===== config.mk =====
export PLATFORM = sky130hd
export DESIGN_NAME = mem_responder
export DESIGN_NICKNAME = d
export VERILOG_FILES = /design/src/rtl/mem_responder_pkg.sv /design/src/rtl/mr_timer.sv /design/src/rtl/mem_responder.sv
export SDC_FILE = /design/constraint.sdc
export NUM_CORES = 2
export LEC_CHECK = 0
export ABC_AREA = 0
export BUFFER_PORTS_ARGS = -buffer_cell sky130_fd_sc_hd__buf_2
export CAP_MARGIN = 10
export CORE_ASPECT_RATIO = 1.1
export CORE_UTILIZATION = 40
export CTS_CLUSTER_SIZE = 10
export DETAILED_ROUTE_END_ITERATION = 8
export PLACE_DENSITY = 0.64
export REMOVE_ABC_BUFFERS = 1
export SLEW_MARGIN = 0
export SYNTH_ARGS = -nofsm -noshare
export SYNTH_HDL_FRONTEND = slang
export SYNTH_SLANG_ARGS = --single-unit

===== constraint.sdc =====
create_clock -name Clock -period 3.53 [get_ports Clock]
set_input_delay 0.1765 -clock Clock [delete_from_list [all_inputs] [get_ports Clock]]
set_output_delay 0.1765 -clock Clock [all_outputs]
set_load 0.1 [all_outputs]

===== src/rtl/mem_responder_pkg.sv =====
// Shared address map and timer encodings for the data-side memory responder.
// Imported by the responder RTL and by processor-side test code.
package mem_responder_pkg;

  localparam logic [3:0] PG_RAM   = 4'h0;
  localparam logic [3:0] PG_LED   = 4'h1;
  localparam logic [3:0] PG_SW    = 4'h3;
  localparam logic [3:0] PG_TCNT  = 4'h4;
  localparam logic [3:0] PG_TCMP  = 4'h5;
  localparam logic [3:0] PG_TSTAT = 4'h6;
  localparam logic [3:0] PG_TCTL  = 4'h7;

  localparam int CTL_EN = 0;
  localparam int CTL_AR = 1;

  typedef enum logic {
    TMR_IDLE = 1'b0,
    TMR_RUN  = 1'b1
  } tmr_state_t;

endpackage


===== src/rtl/mr_timer.sv =====
// Compare timer: free-running 16-bit count, compare match sets a sticky status
// flag that is cleared by reading it. The FSM state mirrors control bit 0.
module mr_timer
  import mem_responder_pkg::*;
(
  input  logic        Clock,
  input  logic        Reset,
  input  logic        wr_cnt,
  input  logic        wr_cmp,
  input  logic        wr_ctl,
  input  logic        rd_clr,
  input  logic [15:0] wdata,
  output logic [15:0] count,
  output logic [15:0] compare,
  output logic [1:0]  control,
  output logic        status,
  output tmr_state_t  state
);

  tmr_state_t  state_q, state_d;
  logic        auto_q, auto_d;
  logic [15:0] cnt_q, cnt_d;
  logic [15:0] cmp_q, cmp_d;
  logic        stat_q, stat_d;
  logic        hit;

  always_comb begin
    state_d = state_q;
    auto_d  = auto_q;
    if (wr_ctl) begin
      state_d = wdata[CTL_EN] ? TMR_RUN : TMR_IDLE;
      auto_d  = wdata[CTL_AR];
    end

    // Match uses the registered compare, so a compare write takes effect next cycle.
    hit = (state_q == TMR_RUN) && (cnt_q == cmp_q);

    cnt_d = cnt_q;
    if (wr_cnt) begin
      cnt_d = wdata;
    end else if (state_q == TMR_RUN) begin
      cnt_d = (hit && auto_q) ? 16'h0000 : cnt_q + 16'd1;
    end

    cmp_d = wr_cmp ? wdata : cmp_q;

    // A set on the same edge as a clearing read wins.
    stat_d = stat_q;
    if (hit) begin
      stat_d = 1'b1;
    end else if (rd_clr) begin
      stat_d = 1'b0;
    end
  end

  always_ff @(posedge Clock) begin
    if (Reset) begin
      state_q <= TMR_IDLE;
      auto_q  <= 1'b0;
      cnt_q   <= 16'h0000;
      cmp_q   <= 16'hFFFF;
      stat_q  <= 1'b0;
    end else begin
      state_q <= state_d;
      auto_q  <= auto_d;
      cnt_q   <= cnt_d;
      cmp_q   <= cmp_d;
      stat_q  <= stat_d;
    end
  end

  assign count   = cnt_q;
  assign compare = cmp_q;
  assign control = {auto_q, (state_q == TMR_RUN)};
  assign status  = stat_q;
  assign state   = state_q;

endmodule


===== src/rtl/mem_responder.sv =====
// Data-side memory responder: RAM, LED register, synchronised switches and a
// compare timer behind a page decoder on ADDR[15:12], with 1-cycle read data.
module mem_responder
  import mem_responder_pkg::*;
#(
  parameter int RAM_WORDS = 256,
  parameter int SW_WIDTH  = 10,
  parameter int LED_WIDTH = 10
) (
  input  logic                 Clock,
  input  logic                 Reset,
  input  logic [15:0]          ADDR,
  input  logic [15:0]          DOUT,
  input  logic                 W,
  input  logic [SW_WIDTH-1:0]  SW,
  output logic [15:0]          DIN,
  output logic [LED_WIDTH-1:0] LEDR,
  output logic                 IRQ
);

  localparam int AW = $clog2(RAM_WORDS);

  // Bus protocol: no strobes or handshake. Every cycle reads ADDR and returns
  // its value on DIN after the next edge; W=1 writes DOUT on that same edge,
  // and the read returns the value from before the write.

  logic [3:0]           page;
  logic [AW-1:0]        idx;
  logic [15:0]          mem [RAM_WORDS];
  logic [15:0]          ram_rd_q;
  logic                 ram_sel_q;
  logic [15:0]          reg_rd, reg_rd_q;
  logic [LED_WIDTH-1:0] led_q;
  logic [SW_WIDTH-1:0]  sw_s1, sw_s2;
  logic                 ram_we;
  logic [15:0]          t_count, t_compare;
  logic [1:0]           t_control;
  logic                 t_status;
  tmr_state_t           t_state;
  logic                 unused_bits;

  assign page   = ADDR[15:12];
  assign idx    = ADDR[AW-1:0];
  assign ram_we = W && !Reset && (page == PG_RAM);

  mr_timer u_timer (
    .Clock   (Clock),
    .Reset   (Reset),
    .wr_cnt  (W && (page == PG_TCNT)),
    .wr_cmp  (W && (page == PG_TCMP)),
    .wr_ctl  (W && (page == PG_TCTL)),
    .rd_clr  (page == PG_TSTAT),
    .wdata   (DOUT),
    .count   (t_count),
    .compare (t_compare),
    .control (t_control),
    .status  (t_status),
    .state   (t_state)
  );

  // Single-port synchronous array with read-first output register.
  always_ff @(posedge Clock) begin
    if (ram_we) begin
      mem[idx] <= DOUT;
    end
    ram_rd_q <= mem[idx];
  end

  always_comb begin
    reg_rd = 16'h0000;
    case (page)
      PG_LED:   reg_rd[LED_WIDTH-1:0] = led_q;
      PG_SW:    reg_rd[SW_WIDTH-1:0]  = sw_s2;
      PG_TCNT:  reg_rd = t_count;
      PG_TCMP:  reg_rd = t_compare;
      PG_TSTAT: reg_rd[0] = t_status;
      PG_TCTL:  reg_rd[1:0] = t_control;
      default:  reg_rd = 16'h0000;
    endcase
  end

  always_ff @(posedge Clock) begin
    if (Reset) begin
      led_q     <= '0;
      sw_s1     <= '0;
      sw_s2     <= '0;
      ram_sel_q <= 1'b0;
      reg_rd_q  <= 16'h0000;
    end else begin
      if (W && (page == PG_LED)) begin
        led_q <= DOUT[LED_WIDTH-1:0];
      end
      sw_s1     <= SW;
      sw_s2     <= sw_s1;
      ram_sel_q <= (page == PG_RAM);
      reg_rd_q  <= reg_rd;
    end
  end

  assign DIN  = ram_sel_q ? ram_rd_q : reg_rd_q;
  assign LEDR = led_q;
  assign IRQ  = t_status;

  // Aliased address bits and the timer state are intentionally not consumed.
  assign unused_bits = ^{ADDR[11:0], t_state};

endmodule


### Yosys cells after proc, flatten, opt, wreduce, memory -nomap -nowiden

Memory sizes are Yosys's and may differ from the RTL's. A register that Yosys moved wholly into a read port is not among the register bits.
Index checks and enable logic that the tools add are counted.

* add/sub/neg operators: 1
* equality and inequality tests: 7
* mux-type cells: 13
* reduce and logical (&&, ||, !) cells: 12

Operator list (number)
* $mux W16: 4
* $pmux W8 S4: 1
* $add A16 B1 Y16 const B: 1
* $eq A16 B16 Y1: 1
* $eq A4 B3 Y1 const B: 4
* $pmux W6 S2: 1
* $logic_and A1 B1 Y1: 8
* $pmux W1 S6: 1
* $mux W1: 5
* $pmux W1 S5: 1
* $eq A4 B1 Y1 const B: 1
* $eq A4 B2 Y1 const B: 1
* $logic_not A4 Y1: 1
* $reduce_bool A2 Y1: 2
* $logic_not A1 Y1: 1

* register bits after elaboration: 82
* bits in writable memories: 4096
* input port bits: 45
* output and inout bits: 27
* word-level logic and storage cells: 44
* memories kept: 1

Memories
* mem: words 256, bits a word 16, rd ports 1, clocked after memory_dff 1, wr ports 1, line mem_responder.sv:29 `logic [15:0] mem [RAM_WORDS];`

### Depth between registers and ports, before layout

* depth in word-level cells: 6
* mapped depth: 12
* gate-level depth less buffers: 6

### Cells and area by module

A second synthesis with hierarchy kept.

* cells, all modules: 7107
* area total of the unflattened synthesis: 158856.1 µm²

By module, submodules not included
* mem_responder: instances 1, cells an instance 6901, area each 156949.3 µm², sequential area each 124259.2 µm²
* mr_timer: instances 1, cells an instance 206, area each 1906.8 µm², sequential area each 700.7 µm²

### Least setup slack after synthesis

OpenSTA, ideal clock, no wires.

* path kind: input-to-reg
* start: input ADDR[1]
* end: memory mem[42][0] (enable)
* library setup time: 0.409 ns
* arrival time: 2.975 ns
* required time: 3.121 ns
* slack: 0.146 ns
* stages on the path: 9
* buffers on the path: 6
* cell sequence: buf_2 > buf_4 > buf_2 > buf_4 > buf_4 > buf_4 > nor2b_1 > nand3_1 > nor3_1

RTL lines
* start, declared: line mem_responder.sv:12 `input logic [15:0] ADDR,`
* end, declared: line mem_responder.sv:29

No word-level cell before the write port.

==> flow_summary.yaml <==
min_path:
  hold_depth: 3
  hp-class: "input pin to register"
job:
  drv_cap: 1
layout:
  regArea_sq_um: 125000
  multi_input_comb_area_sq_um: 33100
  final_cells: 13500
  fill_cells: 32100
  syn2layout_area_growth_pct: 15.9
  fin_nets: 8094
  drive_gt1_share_pct: 29.0
floorplanning:
  design.core.area_sq_um: 398000
  die_x_microns: 605
  rows: 243
  start_util_pct: 40.2
  chipHeight_microns: 665
  io_pins: 72
  dieArea_sq_um: 403000
yosys:
  syn_area_per_cell_sq_um: 22.2
  async_reset_ff_share_pct: 0
  ys_seq_area_share_pct: 78.1
  synth_edf_count: 4096
  synth_top_area_share_pct: 76.9
  synth.distinct_cells: 69
  synth_ff_type: "edfxtp_1"
  synth_area_sq_um: 160000
  synthTopCellsByArea: "edfxtp_1 (77%), mux4_2 (14%), dfxtp_1 (1.2%)"
  synth_seq_cells: 4194
  synth_cells: 7199
  synth_warnings: 0
  yosysTopAreaCell: "edfxtp_1"
sta:
  rsz0062_at_grt: "false"
  setup_violations: 0
  hold_viol: 0
  tightest_slew_ps: 1460
  clock_skew_ps: 68.7
  fmax_mhz: 291
  post-route-period-util_pct: 97.3
  final_max_slew_viol_count: 0
  min_period_ps: 3430
  maxSlewHeadroom_pct: 0.466
critical_path:
  startpoint_type: "register"
  cp.required_ps: 4320
  cp_max_fo: 1
  crit_path_end_kind: "register"
  critPathKind: "register to register"
  cp_data_arrival_time_ps: 4220
  worstRegToRegCells: 7
clocking:
  clock-sinks: 4194
  root_buffer: "clkbuf_16"
  cts_htree_levels: 5
  post_cts_buffers: 0
  clkTransAtPathRegs_ps: 60
  clk_latency_ps: 1010
  cts_resized: 0
  cts_tree: "built"
  hold_buffers: 54
  clockBufferDepth: 4
  cts_buffers: 460
global_route:
  grt_pass1_wl_microns: 604000
  track_usage_pct: 20.8
  antenna_found_initial: 27
  grt_start_max_net_pins: 161
  grt_pass1_vias: 81400
  grt_overflow: 0
drt:
  wire_per_inst_microns: 31.6
  dr.pass1.iters: 6
  num_vias: 80200
  ant_nets: 0
  drc: 0
  drt-initial-drc-count: 10700
  avgViaCountPerCell: 5.96
  routed_wl_microns: 425000
status:
  outcome: "complete, but fails checks"
  failed_checks: "capacitance limit"
power:
  p_leak_nw: 58.0
  vdd_drop_max_mv: 0.470
  power_density_nw_per_um2: 550
  power_w: 0.102
place:
  io_buffers: 67
  dp.final_hpwl_microns: 257000
  place_congestion: 0.868
  placed_cells: 12800
## cell type report
class / instances / share of cell area [%]
sequential: 4194 / 67.4
antenna: 5 / 0.00675
multi-input combinational: 2559 / 17.8
inverter: 8 / 0.0189
clock buffer: 572 / 6.47
clock inverter: 30 / 0.356
timing repair buffer: 825 / 4.35
tap: 5267 / 3.55
## per-stage QoR
stage	util, %	hold slack [ps]	setup TNS [ps]	area, sq um	setup slack (ps)
floorplan	-	246	-	158000	-5950
global placement	43.2	363	-2640	172000	-437
detailed placement	43.2	374	-2520	172000	-463
CTS	46.6	34.6	0	185000	206
global route	46.6	127	0	185000	91.4
finish	46.6	98.0	0	185000	96.2
## synth_stat cells, drive strengths merged, types with 3 or more instances
library cell,instances
o2111ai,6
a31oi,12
o22a,3
mux4,1016
nand4,30
a2111oi,7
nand3b,18
and4,5
and2,8
nor2b,31
nand4b,3
dfxtp,98
mux2,22
nand2,178
xnor2,19
inv,8
o211ai,12
nor3,10
a41oi,3
a21oi,63
buf,234
a22o,153
and3,7
a32oi,8
nand2b,9
nor4,14
nor2,293
edfxtp,4096
nand3,63
o21ai,48
a22oi,107
nor4b,6
o22ai,85
xor2,11
mux2i,115
a221oi,159
clkbuf,204
## metal layers
metal | share of wire (%) | GRT usage, % | up-vias | routed length (microns)
met5 | 0.014 | 0 | - | 60
met1 | 38 | 27.7 | 43100 | 161000
met3 | 9.4 | 3.79 | 745 | 39800
li1 | - | - | 32200 | -
met4 | 4.1 | 7.59 | 10 | 17300
met2 | 49 | 34.3 | 4172 | 207000
## flip-flops by register name, indices dropped and copies added (netlist names)
register         cells
mem               4096
ram_rd_q            16
u_timer.auto_q       1
sw_s2               10
reg_rd_q            16
u_timer.status       1
u_timer.count       16
u_timer.compare     16
u_timer.state        1
LEDR                10
ram_sel_q            1
sw_s1               10
## path summary, 6_finish.rpt
kind / end / slack [ps] / startpoint
worst max register to register: ram_rd_q[8] / 100 / mem[239][8]
worst min register to register: sw_s2[3] / 450 / sw_s1[3]
worst max-delay path: ram_rd_q[8] / 100 / mem[239][8]
worst min-delay path: u_timer.count[10] / 100 / DOUT[10]
## cells by family after synthesis
| kind of cell | share of synthesized area (%) |
|---|---|
| mux | 15.2 |
| compound gates | 3.26 |
| buf+inv | 1.34 |
| simple gates | 1.95 |
| flops | 78.1 |
| xor+xnor | 0.164 |
| fa+ha+maj | 0.00782 |
## critical path: stages (launching register included)
cell       delay, ps
edfxtp_1         400
mux4_2           480
mux4_2           510
a2111oi_0       1110
buf_4            250
and4_1           230
buf_4            190
nand4_1          100
## placed cells by master (no fill, tap or decap), types with 30 or more instances in the layout
master,count
edfxtp_1,4096
mux4_2,1016
buf_4,566
clkbuf_16,463
nor2_1,254
nand2_1,169
a221oi_1,159
a22o_1,153
buf_12,139
mux2i_1,115
clkbuf_1,108
a22oi_1,107
dfxtp_1,98
o22ai_1,85
a21oi_1,63
nand3_1,59
dlygate4sd3_1,54
o21ai_0,48
buf_2,47
nor2_2,38
nand4_1,30
## report_power, final
group	leakage (nW)	switching, W	internal (W)	total, W
Combinational	14.3	0.00326	0.00192	0.00518
Sequential	37.6	0.000131	0.0547	0.0548
Clock	6.10	0.0184	0.0236	0.0420
Note: power is estimated with default switching activity, not from simulation.
